--- src/rtl/mem_access_stage.sv ---
// RISC-V memory stage: issues aligned LOAD/STORE requests on the data port, extracts load lanes,
// and presents one writeback record per executed instruction. Alignment and bus timeouts are flagged.
module mem_access_stage #(
   parameter int TIMEOUT_CYC = 256
) (
   input  logic        clk_in,
   input  logic        rst_in,
   input  logic        ex_valid_in,
   output logic        ex_ready_out,
   input  logic [3:0]  ex_itype_in,
   input  logic [2:0]  ex_memfunc_in,
   input  logic [4:0]  ex_dst_in,
   input  logic [31:0] ex_data_in,
   input  logic [31:0] ex_addr_in,
   input  logic [31:0] ex_nextpc_in,
   output logic        mem_req_out,
   output logic        mem_we_out,
   output logic [31:0] mem_addr_out,
   output logic [31:0] mem_wdata_out,
   output logic [3:0]  mem_wstrb_out,
   input  logic        mem_gnt_in,
   input  logic        mem_rvalid_in,
   input  logic [31:0] mem_rdata_in,
   output logic        wb_valid_out,
   input  logic        wb_ready_in,
   output logic        wb_we_out,
   output logic [4:0]  wb_dst_out,
   output logic [31:0] wb_data_out,
   output logic [31:0] wb_nextpc_out,
   output logic        misalign_err_out,
   output logic        bus_err_out
);

   localparam logic [3:0] IT_OP     = 4'd0;
   localparam logic [3:0] IT_OPIMM  = 4'd1;
   localparam logic [3:0] IT_LUI    = 4'd2;
   localparam logic [3:0] IT_JAL    = 4'd3;
   localparam logic [3:0] IT_JALR   = 4'd4;
   localparam logic [3:0] IT_AUIPC  = 4'd5;
   localparam logic [3:0] IT_PMUL   = 4'd6;
   localparam logic [3:0] IT_LOAD   = 4'd7;
   localparam logic [3:0] IT_STORE  = 4'd8;

   localparam logic [2:0] MF_LW  = 3'd0;
   localparam logic [2:0] MF_LH  = 3'd1;
   localparam logic [2:0] MF_LHU = 3'd2;
   localparam logic [2:0] MF_LB  = 3'd3;
   localparam logic [2:0] MF_LBU = 3'd4;
   localparam logic [2:0] MF_SW  = 3'd5;
   localparam logic [2:0] MF_SH  = 3'd6;
   localparam logic [2:0] MF_SB  = 3'd7;

   localparam int CW = $clog2(TIMEOUT_CYC + 1);
   localparam logic [CW-1:0] CNT_LAST = CW'(TIMEOUT_CYC - 1);

   typedef enum logic [1:0] {S_IDLE, S_REQ, S_WAIT_R, S_RESP} state_t;

   state_t        state_q, state_d;
   logic [CW-1:0] cnt_q, cnt_d;
   logic [3:0]    itype_q, itype_d;
   logic [2:0]    func_q, func_d;
   logic [4:0]    dst_q, dst_d;
   logic [31:0]   addr_q, addr_d;
   logic [31:0]   nextpc_q, nextpc_d;
   // Holds store data until the request retires, then the load result or pass-through value.
   logic [31:0]   res_q, res_d;
   logic          mis_q, mis_d;
   logic          bus_q, bus_d;

   logic          accept;
   logic          ex_is_mem;
   logic          ex_mis;
   logic          is_store_q;
   logic          in_req;
   logic          in_resp;
   logic [31:0]   st_wdata;
   logic [3:0]    st_wstrb;

   function automatic logic misaligned(input logic [2:0] f, input logic [1:0] a);
      case (f)
         MF_LW, MF_SW:          return a != 2'b00;
         MF_LH, MF_LHU, MF_SH:  return a[0];
         default:               return 1'b0;
      endcase
   endfunction

   function automatic logic [31:0] load_ext(input logic [2:0] f, input logic [1:0] k,
                                            input logic [31:0] rd);
      logic [31:0] w;
      w = rd >> {k, 3'b000};
      case (f)
         MF_LB:   return {{24{w[7]}}, w[7:0]};
         MF_LBU:  return {24'h0, w[7:0]};
         MF_LH:   return {{16{w[15]}}, w[15:0]};
         MF_LHU:  return {16'h0, w[15:0]};
         default: return rd;
      endcase
   endfunction

   function automatic logic writes_rd(input logic [3:0] it);
      case (it)
         IT_OP, IT_OPIMM, IT_LUI, IT_JAL, IT_JALR, IT_AUIPC, IT_PMUL, IT_LOAD: return 1'b1;
         default: return 1'b0;
      endcase
   endfunction

   assign ex_is_mem  = (ex_itype_in == IT_LOAD) || (ex_itype_in == IT_STORE);
   assign ex_mis     = ex_is_mem && misaligned(ex_memfunc_in, ex_addr_in[1:0]);
   assign is_store_q = (itype_q == IT_STORE);
   assign in_req     = (state_q == S_REQ);
   assign in_resp    = (state_q == S_RESP);

   always_comb begin
      st_wdata = res_q;
      st_wstrb = 4'b1111;
      case (func_q)
         MF_SB: begin
            st_wdata = {4{res_q[7:0]}};
            st_wstrb = 4'b0001 << addr_q[1:0];
         end
         MF_SH: begin
            st_wdata = {2{res_q[15:0]}};
            st_wstrb = 4'b0011 << addr_q[1:0];
         end
         default: ;
      endcase
   end

   always_comb begin
      state_d  = state_q;
      cnt_d    = cnt_q;
      itype_d  = itype_q;
      func_d   = func_q;
      dst_d    = dst_q;
      addr_d   = addr_q;
      nextpc_d = nextpc_q;
      res_d    = res_q;
      mis_d    = mis_q;
      bus_d    = bus_q;

      ex_ready_out = (state_q == S_IDLE) || (in_resp && wb_ready_in);
      accept       = ex_valid_in && ex_ready_out;

      case (state_q)
         S_REQ: begin
            if (mem_gnt_in) begin
               state_d = is_store_q ? S_RESP : S_WAIT_R;
               cnt_d   = '0;
            end else if (cnt_q == CNT_LAST) begin
               state_d = S_RESP;
               bus_d   = 1'b1;
            end else begin
               cnt_d = cnt_q + 1'b1;
            end
         end
         S_WAIT_R: begin
            if (mem_rvalid_in) begin
               res_d   = load_ext(func_q, addr_q[1:0], mem_rdata_in);
               state_d = S_RESP;
            end else if (cnt_q == CNT_LAST) begin
               state_d = S_RESP;
               bus_d   = 1'b1;
            end else begin
               cnt_d = cnt_q + 1'b1;
            end
         end
         S_RESP: begin
            if (wb_ready_in) state_d = S_IDLE;
         end
         default: ;
      endcase

      // A fresh record overrides the RESP->IDLE drain so back-to-back ops run at full rate.
      if (accept) begin
         itype_d  = ex_itype_in;
         func_d   = ex_memfunc_in;
         dst_d    = ex_dst_in;
         addr_d   = ex_addr_in;
         nextpc_d = ex_nextpc_in;
         res_d    = ex_data_in;
         mis_d    = ex_mis;
         bus_d    = 1'b0;
         cnt_d    = '0;
         state_d  = (!ex_is_mem || ex_mis) ? S_RESP : S_REQ;
      end
   end

   always_ff @(posedge clk_in) begin
      if (rst_in) begin
         state_q  <= S_IDLE;
         cnt_q    <= '0;
         itype_q  <= '0;
         func_q   <= '0;
         dst_q    <= '0;
         addr_q   <= '0;
         nextpc_q <= '0;
         res_q    <= '0;
         mis_q    <= 1'b0;
         bus_q    <= 1'b0;
      end else begin
         state_q  <= state_d;
         cnt_q    <= cnt_d;
         itype_q  <= itype_d;
         func_q   <= func_d;
         dst_q    <= dst_d;
         addr_q   <= addr_d;
         nextpc_q <= nextpc_d;
         res_q    <= res_d;
         mis_q    <= mis_d;
         bus_q    <= bus_d;
      end
   end

   assign mem_req_out   = in_req;
   assign mem_we_out    = in_req && is_store_q;
   assign mem_addr_out  = in_req ? {addr_q[31:2], 2'b00} : 32'h0;
   assign mem_wdata_out = (in_req && is_store_q) ? st_wdata : 32'h0;
   assign mem_wstrb_out = (in_req && is_store_q) ? st_wstrb : 4'h0;

   assign wb_valid_out     = in_resp;
   assign wb_we_out        = in_resp && writes_rd(itype_q) && (dst_q != 5'd0) && !mis_q && !bus_q;
   assign wb_dst_out       = in_resp ? dst_q : 5'd0;
   assign wb_data_out      = in_resp ? res_q : 32'h0;
   assign wb_nextpc_out    = in_resp ? nextpc_q : 32'h0;
   assign misalign_err_out = in_resp && mis_q;
   assign bus_err_out      = in_resp && bus_q;

endmodule

--- config.mk ---
export PLATFORM = sky130hd
export DESIGN_NAME = mem_access_stage
export DESIGN_NICKNAME = d
export VERILOG_FILES = /design/src/rtl/mem_access_stage.sv
export SDC_FILE = /design/constraint.sdc
export NUM_CORES = 1
export LEC_CHECK = 0
export CAP_MARGIN = 0
export CORE_ASPECT_RATIO = 1.4
export CORE_MARGIN = 5
export CORE_UTILIZATION = 40
export DETAILED_ROUTE_END_ITERATION = 16
export GPL_ROUTABILITY_DRIVEN = 0
export PLACE_DENSITY_LB_ADDON = 0.08
export SLEW_MARGIN = 20
export SYNTH_ARGS = -nofsm -noshare
export SYNTH_HDL_FRONTEND = slang
export SYNTH_SLANG_ARGS = --single-unit
--- constraint.sdc ---
create_clock -name clk_in -period 1.65 [get_ports clk_in]
set_input_delay 0.33 -clock clk_in [delete_from_list [all_inputs] [get_ports clk_in]]
set_output_delay 0.33 -clock clk_in [all_outputs]
set_load 0.01 [all_outputs]
==> reports/qor.txt, run 1 <==
outcome: complete, but fails checks
hpwl dp: 20,840 µm
Vias/cell: 5.787
GRT Util Overall: 0.2783
hold crit path type: in -> reg
Routed WL: 36,810 µm
fmax: 433.2 MHz
RSZ-0062 raised after global routing: yes
Finish-stage setup viols: 263
worst-path fanout max: 7
drt first-iter violations: 767
fin nets: 1,534
total CTS buffers: 17
Post-CTS Hold Buffers: 0
clock sinks: 121
crit end category: flop
Reg2Reg Depth: 11
Synth Area in Compound Gates: 0.2560
number of enable flip-flop cells after synthesis: 0
Unique masters post-synth: 65
fraction of registers with async set/reset: 0
Die Span X: 122.9 µm
xor and xnor area share after synthesis: 0.007014
cell area after synthesis: 7136 µm²
Die H: 168.0 µm
top sig layer: met4
cell taking the most area after synthesis: dfxtp_1
Setup Crit Path Kind: reg -> reg
post-route cell area: 14,630 µm²
CP Launch Type: flop
largest net degree at the start of global routing: 43
Mean Syn Cell Area: 7.480 µm²
final period utilization: 1.399
Die ar.: 20,650 µm²
required time worst endpoint: 1.98 ns
Area Growth Syn to Fin: 105.0%
Pre-antenna DRT Iters: 5
per-cell routed wire length: 22.55 µm
Root Buffer: clkbuf_16
# rows: 57
hold path depth: 2
most frequent cells in the layout: nand2_1 (144), clkdlybuf4s50_1 (144), buf_6 (137), buf_4 (118), dfxtp_1 (115)
n_diodes: 0
Max clock buf depth: 2
cell count after synthesis: 954
Period minus WS final: 2.309 ns
final hold vios: 0
Area after DPL: 11,230 µm²
share of the synthesized area in the top cell type: 0.3395
Worst-path clk slew: 0.06 ns
Post-synth top flop: dfxtp_1
failing checks: setup timing
share of layout cells above drive strength 1: 0.5236
drc violations: 0
leakage power: 5.986 nW
met3 WL: 3405 µm
FF+latch count, synth: 121
TritonCTS clock tree: built
Buffers on Ports: 287
starting density of the core: 0.4084
normalized max-slew margin: 0.5592
dpl ws: -0.4649 ns
Pins Over Slew Limit: 0
Worst EP arrival: 2.64 ns
simple-gate share of the synthesized area: 0.2986
met2 wire length: 18,820 µm
number of global-route vias before repair: 8,322
# H-tree levels: 4
Metal-1 WL: 12,180 µm
Core ar.: 17,470 µm²
Max Cap Viol: 0
register area share after synthesis: 0.3395
clk_lat worst skew: 0.42 ns
main combinational cell family by area after synthesis: simple AND/OR/NAND/NOR gates
setup skew after layout: 0.01143 ns
multiplexer share of the synthesized area: 0.02735
initial antenna violation count: 0
I/O pins: 290
setup slack after layout: -0.6585 ns
Overflow after GRT: 0
Post-Synth Adder-Cell Area: 0.008767
synth top area cells: dfxtp_1 (34%), nand2_1 (11%), and2_1 (9.1%), a21oi_1 (8.1%), o221ai_1 (2.8%)
WHS: 0.2735 ns
Antenna Nets Post-Route: 0
vias: 9,444
Ys Warns: 0
Worst VDD drop: 0.8316 mV
PwrDens: 1249 nW/µm²
first-pass GRT wire length: 44,790 µm
worst slew pin tran: 0.6612 ns
worst max-delay path, cell delays in order, from the launching register on:
cell and delay (ns):
dfxtp_2 0.34, ha_4 0.18, buf_12 0.14, buf_16 0.13
buf_8 0.12, a21oi_4 0.20, inv_4 0.09, buf_12 0.14
a21oi_4 0.21, buf_6 0.17, o211ai_1 0.24, o22ai_1 0.26
power breakdown:
part | leakage [nW] | internal (mW) | total [mW] | switching (mW)
Clock | 0.322 | 2.85 | 4.38 | 1.53
Sequential | 0.995 | 3.55 | 4.09 | 0.540
Combinational | 4.67 | 4.92 | 9.80 | 4.88
Total | 5.99 | 11.3 | 18.3 | 6.95
cell type report:
cell class              instances  area (µm²)
fillers                       961        2848
multi-input cells             738        5817
repair buffers                492        5356
clock inverters                13       240.2
well taps                     236       295.3
inverters                      13       53.80
flip-flops and latches        121        2430
clock buffers                  19       432.9
worst paths after layout:
| check | end | start | slack, ns |
|---|---|---|---|
| max | res_q[9] | state_q[1] | -0.66 |
| max reg2reg | res_q[9] | state_q[1] | -0.66 |
| min | addr_q[1] | rst_in | 0.27 |
| min reg2reg | addr_q[15] | addr_q[15] | 0.46 |
cells by family (layout without fill, tap and decap cells):
kind of cell / after synthesis / in the layout
compound gates: 271 / 272
xor+xnor: 4 / 4
fa+ha+maj: 5 / 5
buf+inv: 97 / 537
flops: 121 / 121
mux: 19 / 19
other cells: 1 / 2
simple gates: 436 / 436
metrics by stage:
step                setup TNS, ns  instances  power [mW]    util
floorplan                 -0.4229        955       7.174       -
global placement           -73.22       1531       10.02  0.6427
detailed placement         -77.37       1531       10.10  0.6427
CTS                        -87.59       1587       15.28  0.6922
global route              -122.28       1632       18.94  0.8370
finish                    -109.33       1632       18.27  0.8370
layer usage:
layer,GRT usage,up-vias
met1,0.3093,4479
met4,0.1252,0
met5,0,-
li1,-,4214
met2,0.4915,593
met3,0.07047,158
sequential cells by signal, summed over array words and instances (netlist names):
name      cells
addr_q       32
nextpc_q     32
res_q        32
cnt_q         9
dst_q         5
itype_q       4
func_q        3
state_q       2
bus_q         1
mis_q         1
timing repair:
item | CTS | global route
cloned | 10 | 19
buffers inserted | 14 | 31
pin swaps | 35 | 204
gates resized for setup | 600 | 557
hold endpoints to repair | 0 | 0
setup endpoints to repair | 263 | 263
cell usage after synthesis (13+ instances only):
cell,number
o211ai_1,16
and2_1,104
mux2i_1,17
o21ai_0,26
a21oi_1,116
nand2_1,215
nor2_1,35
nor3_1,13
dfxtp_1,121
o221ai_1,23
buf_2,40
clkbuf_1,33
Note: power is estimated with default switching activity, not from simulation.
==> run 2, diff against run 1 <==
CTS_CLUSTER_DIAMETER = 120   (was unset)
==> results of run 2 <==
No change in the layout: final DEF, timing and power equal those of run 1.
==> run 3, diff against run 2 <==
CORE_MARGIN = 3   (was 5)
CTS_BUF_LIST = sky130_fd_sc_hd__clkbuf_8   (was unset)
==> run 3 against run 2 <==
  * Clock power down 36%
  * Core utilization grew 3.7 points
  * Die area decreased by 5.6%
  * Via count increased by 5.9%
  * The flow still finishes with violations (setup timing)
  * Critical path type is now reg -> out
  * Sequential share of layout area fell by 0.62 points
  * Hold slack improved by 0.082 ns
  * Clock skew rose by 0.0045 ns
==> reports/qor.txt, run 3 (synthesis results as in run 1) <==
outcome: complete, but fails checks
failing checks: setup timing
Max Cap Viol: 0 (unchanged)
Worst VDD drop: 0.9714 mV (+17%)
fin nets: 1,558 (+1.6%)
# H-tree levels: 4 (unchanged)
final hold vios: 0 (unchanged)
Largest regs: addr_q: 32 flops, nextpc_q: 32 flops, res_q: 32 flops
Max clock buf depth: 2 (unchanged)
TritonCTS clock tree: built
Die H: 164.0 µm (-2.4%)
Buffers on Ports: 287 (unchanged)
setup tns final: -111.45 ns (-2.120 ns)
largest net degree at the start of global routing: 45 (+4.7%)
drt first-iter violations: 805 (+5.0%)
CP Launch Type: flop
Final Non-Filler Cells: 1,656 (+1.5%)
required time worst endpoint: 1.32 ns (-0.66 ns)
placed cell count: 1,534 (+0.20%)
Worst-path clk slew: 0.08 ns (+0.02 ns)
vias: 9,998 (+5.9%)
register area: 2432 µm² (+0.10%)
PwrDens: 1220 nW/µm² (-2.3%)
first-pass GRT wire length: 50,140 µm (+12%)
Setup Crit Path Kind: reg -> out
internal power: 10.79 mW (-4.7%)
Sequential Power Share: 0.225 (about the same)
I/O pins: 290 (unchanged)
Finish-stage setup viols: 263 (unchanged)
normalized max-slew margin: 0.3089 (-0.2504)
setup slack after layout: -0.6282 ns (+0.03035 ns)
initial antenna violation count: 1 (+1)
leakage power: 6.184 nW (+3.3%)
share of layout cells above drive strength 1: 0.5659 (+0.04225)
drc violations: 0 (unchanged)
FILL cells: 904 (-5.9%)
Worst EP arrival: 1.95 ns (-0.69 ns)
hold crit path type: in -> reg
Core ar.: 17,400 µm² (-0.41%)
commonest non-fill, non-tap cell in the layout: buf_6
clock power share: 0.152 (-0.088)
number of global-route vias before repair: 9,257 (+11%)
Vias/cell: 6.037 (+4.3%)
Antenna Nets Post-Route: 0 (unchanged)
setup skew after layout: 0.01592 ns (+0.004491 ns)
Routed WL: 41,110 µm (+12%)
RSZ-0062 raised after global routing: yes
area of the multi-input gates: 6136 µm² (+5.5%)
crit end category: output port
final period utilization: 1.381 (-0.01840)
Overflow after GRT: 0 (unchanged)
worst slew pin tran: 1.030 ns (+0.3692 ns)
clk_lat worst skew: 0.47 ns (+0.05 ns)
fmax: 439.0 MHz (+1.3%)
Area after DPL: 11,260 µm² (+0.31%)
# rows: 57 (unchanged)
starting density of the core: 0.4101 (+0.001674)
most frequent cells in the layout: buf_6 (151), clkdlybuf4s50_1 (144), nand2_1 (135), dfxtp_1 (115), buf_4 (112)
total CTS buffers: 17 (unchanged)
post-route cell area: 15,200 µm² (+4.0%)
Area Growth Syn to Fin: 113.1%
Die Span X: 118.9 µm (-3.3%)
Pins Over Slew Limit: 0 (unchanged)
Die ar.: 19,500 µm² (-5.6%)
GRT Util Overall: 0.3291 (+0.05079)
worst-path fanout max: 7 (unchanged)
dpl ws: -0.4712 ns (-0.006308 ns)
net load switching power: 7.760 mW (+12%)
Pre-antenna DRT Iters: 6 (+1)
Gate power share: 0.622 (+0.085)
Period minus WS final: 2.278 ns (-0.03035 ns)
per-cell routed wire length: 24.82 µm (+10%)
WHS: 0.3560 ns (+0.08248 ns)
clock sinks: 121 (unchanged)
Switching Share: 0.4183 (+0.03812)
hpwl dp: 20,440 µm (-1.9%)
Root Buffer: clkbuf_8
-- run 3: critical path: stages (launching register included) --
cell      delay (ns)
dfxtp_2         0.36
nor4b_4         0.39
nand2_4         0.13
buf_12          0.15
buf_16          0.14
a211oi_2        0.14
buf_2           0.17
-- run 3: worst paths after layout --
check                           startpoint                end  slack (ns)  cells after the start
worst max-delay path            itype_q[1]  mem_wdata_out[28]       -0.63                      6
worst min-delay path                rst_in         state_q[1]        0.36                      3
worst max register to register  state_q[0]          res_q[14]       -0.56                     12
worst min register to register  addr_q[23]         addr_q[23]        0.46                      2
-- run 3: repair_timing --
item | in CTS | in global routing
pin swaps | 86 | 175
setup endpoints to repair | 263 | 263
gates cloned | 26 | 18
hold buffers | 0 | 0
setup buffers | 40 | 25
resized for setup | 875 | 365
-- run 3: cell type report --
| type | count | share of cell area |
|---|---|---|
| multi-input cells | 738 | 0.4036 |
| repair buffers | 516 | 0.3872 |
| flip-flops and latches | 121 | 0.1600 |
| well taps | 236 | 0.01942 |
| clock buffers | 18 | 0.01630 |
| clock inverters | 13 | 0.009547 |
| inverters | 13 | 0.003786 |
| diodes | 1 | 0.0001646 |
-- run 3: power by group through the flow --
stage / sequential [mW] / combinational [mW] / clock (mW)
after global placement: 4.02 / 6.04 / 0
final: 4.18 / 11.5 / 2.82
after CTS: 4.02 / 8.76 / 2.74
after global routing: 4.20 / 11.9 / 2.90
after detailed placement: 4.04 / 6.10 / 0
after floorplan: 3.92 / 3.25 / 0
-- run 3: routing by layer --
| layer | vias to the layer above | track usage | routed length, µm |
|---|---|---|---|
| li1 | 4265 | - | - |
| met1 | 4790 | 0.3465 | 13480 |
| met2 | 702 | 0.5928 | 20740 |
| met3 | 241 | 0.08405 | 3512 |
| met4 | 0 | 0.1903 | 3368 |
| met5 | - | 0 | 0 |
-- run 3: metrics by stage --
stage | power, mW | util
global placement | 10.06 | 0.6473
floorplan | 7.174 | -
global route | 19.02 | 0.8737
CTS | 15.52 | 0.7725
finish | 18.55 | 0.8737
detailed placement | 10.15 | 0.6473
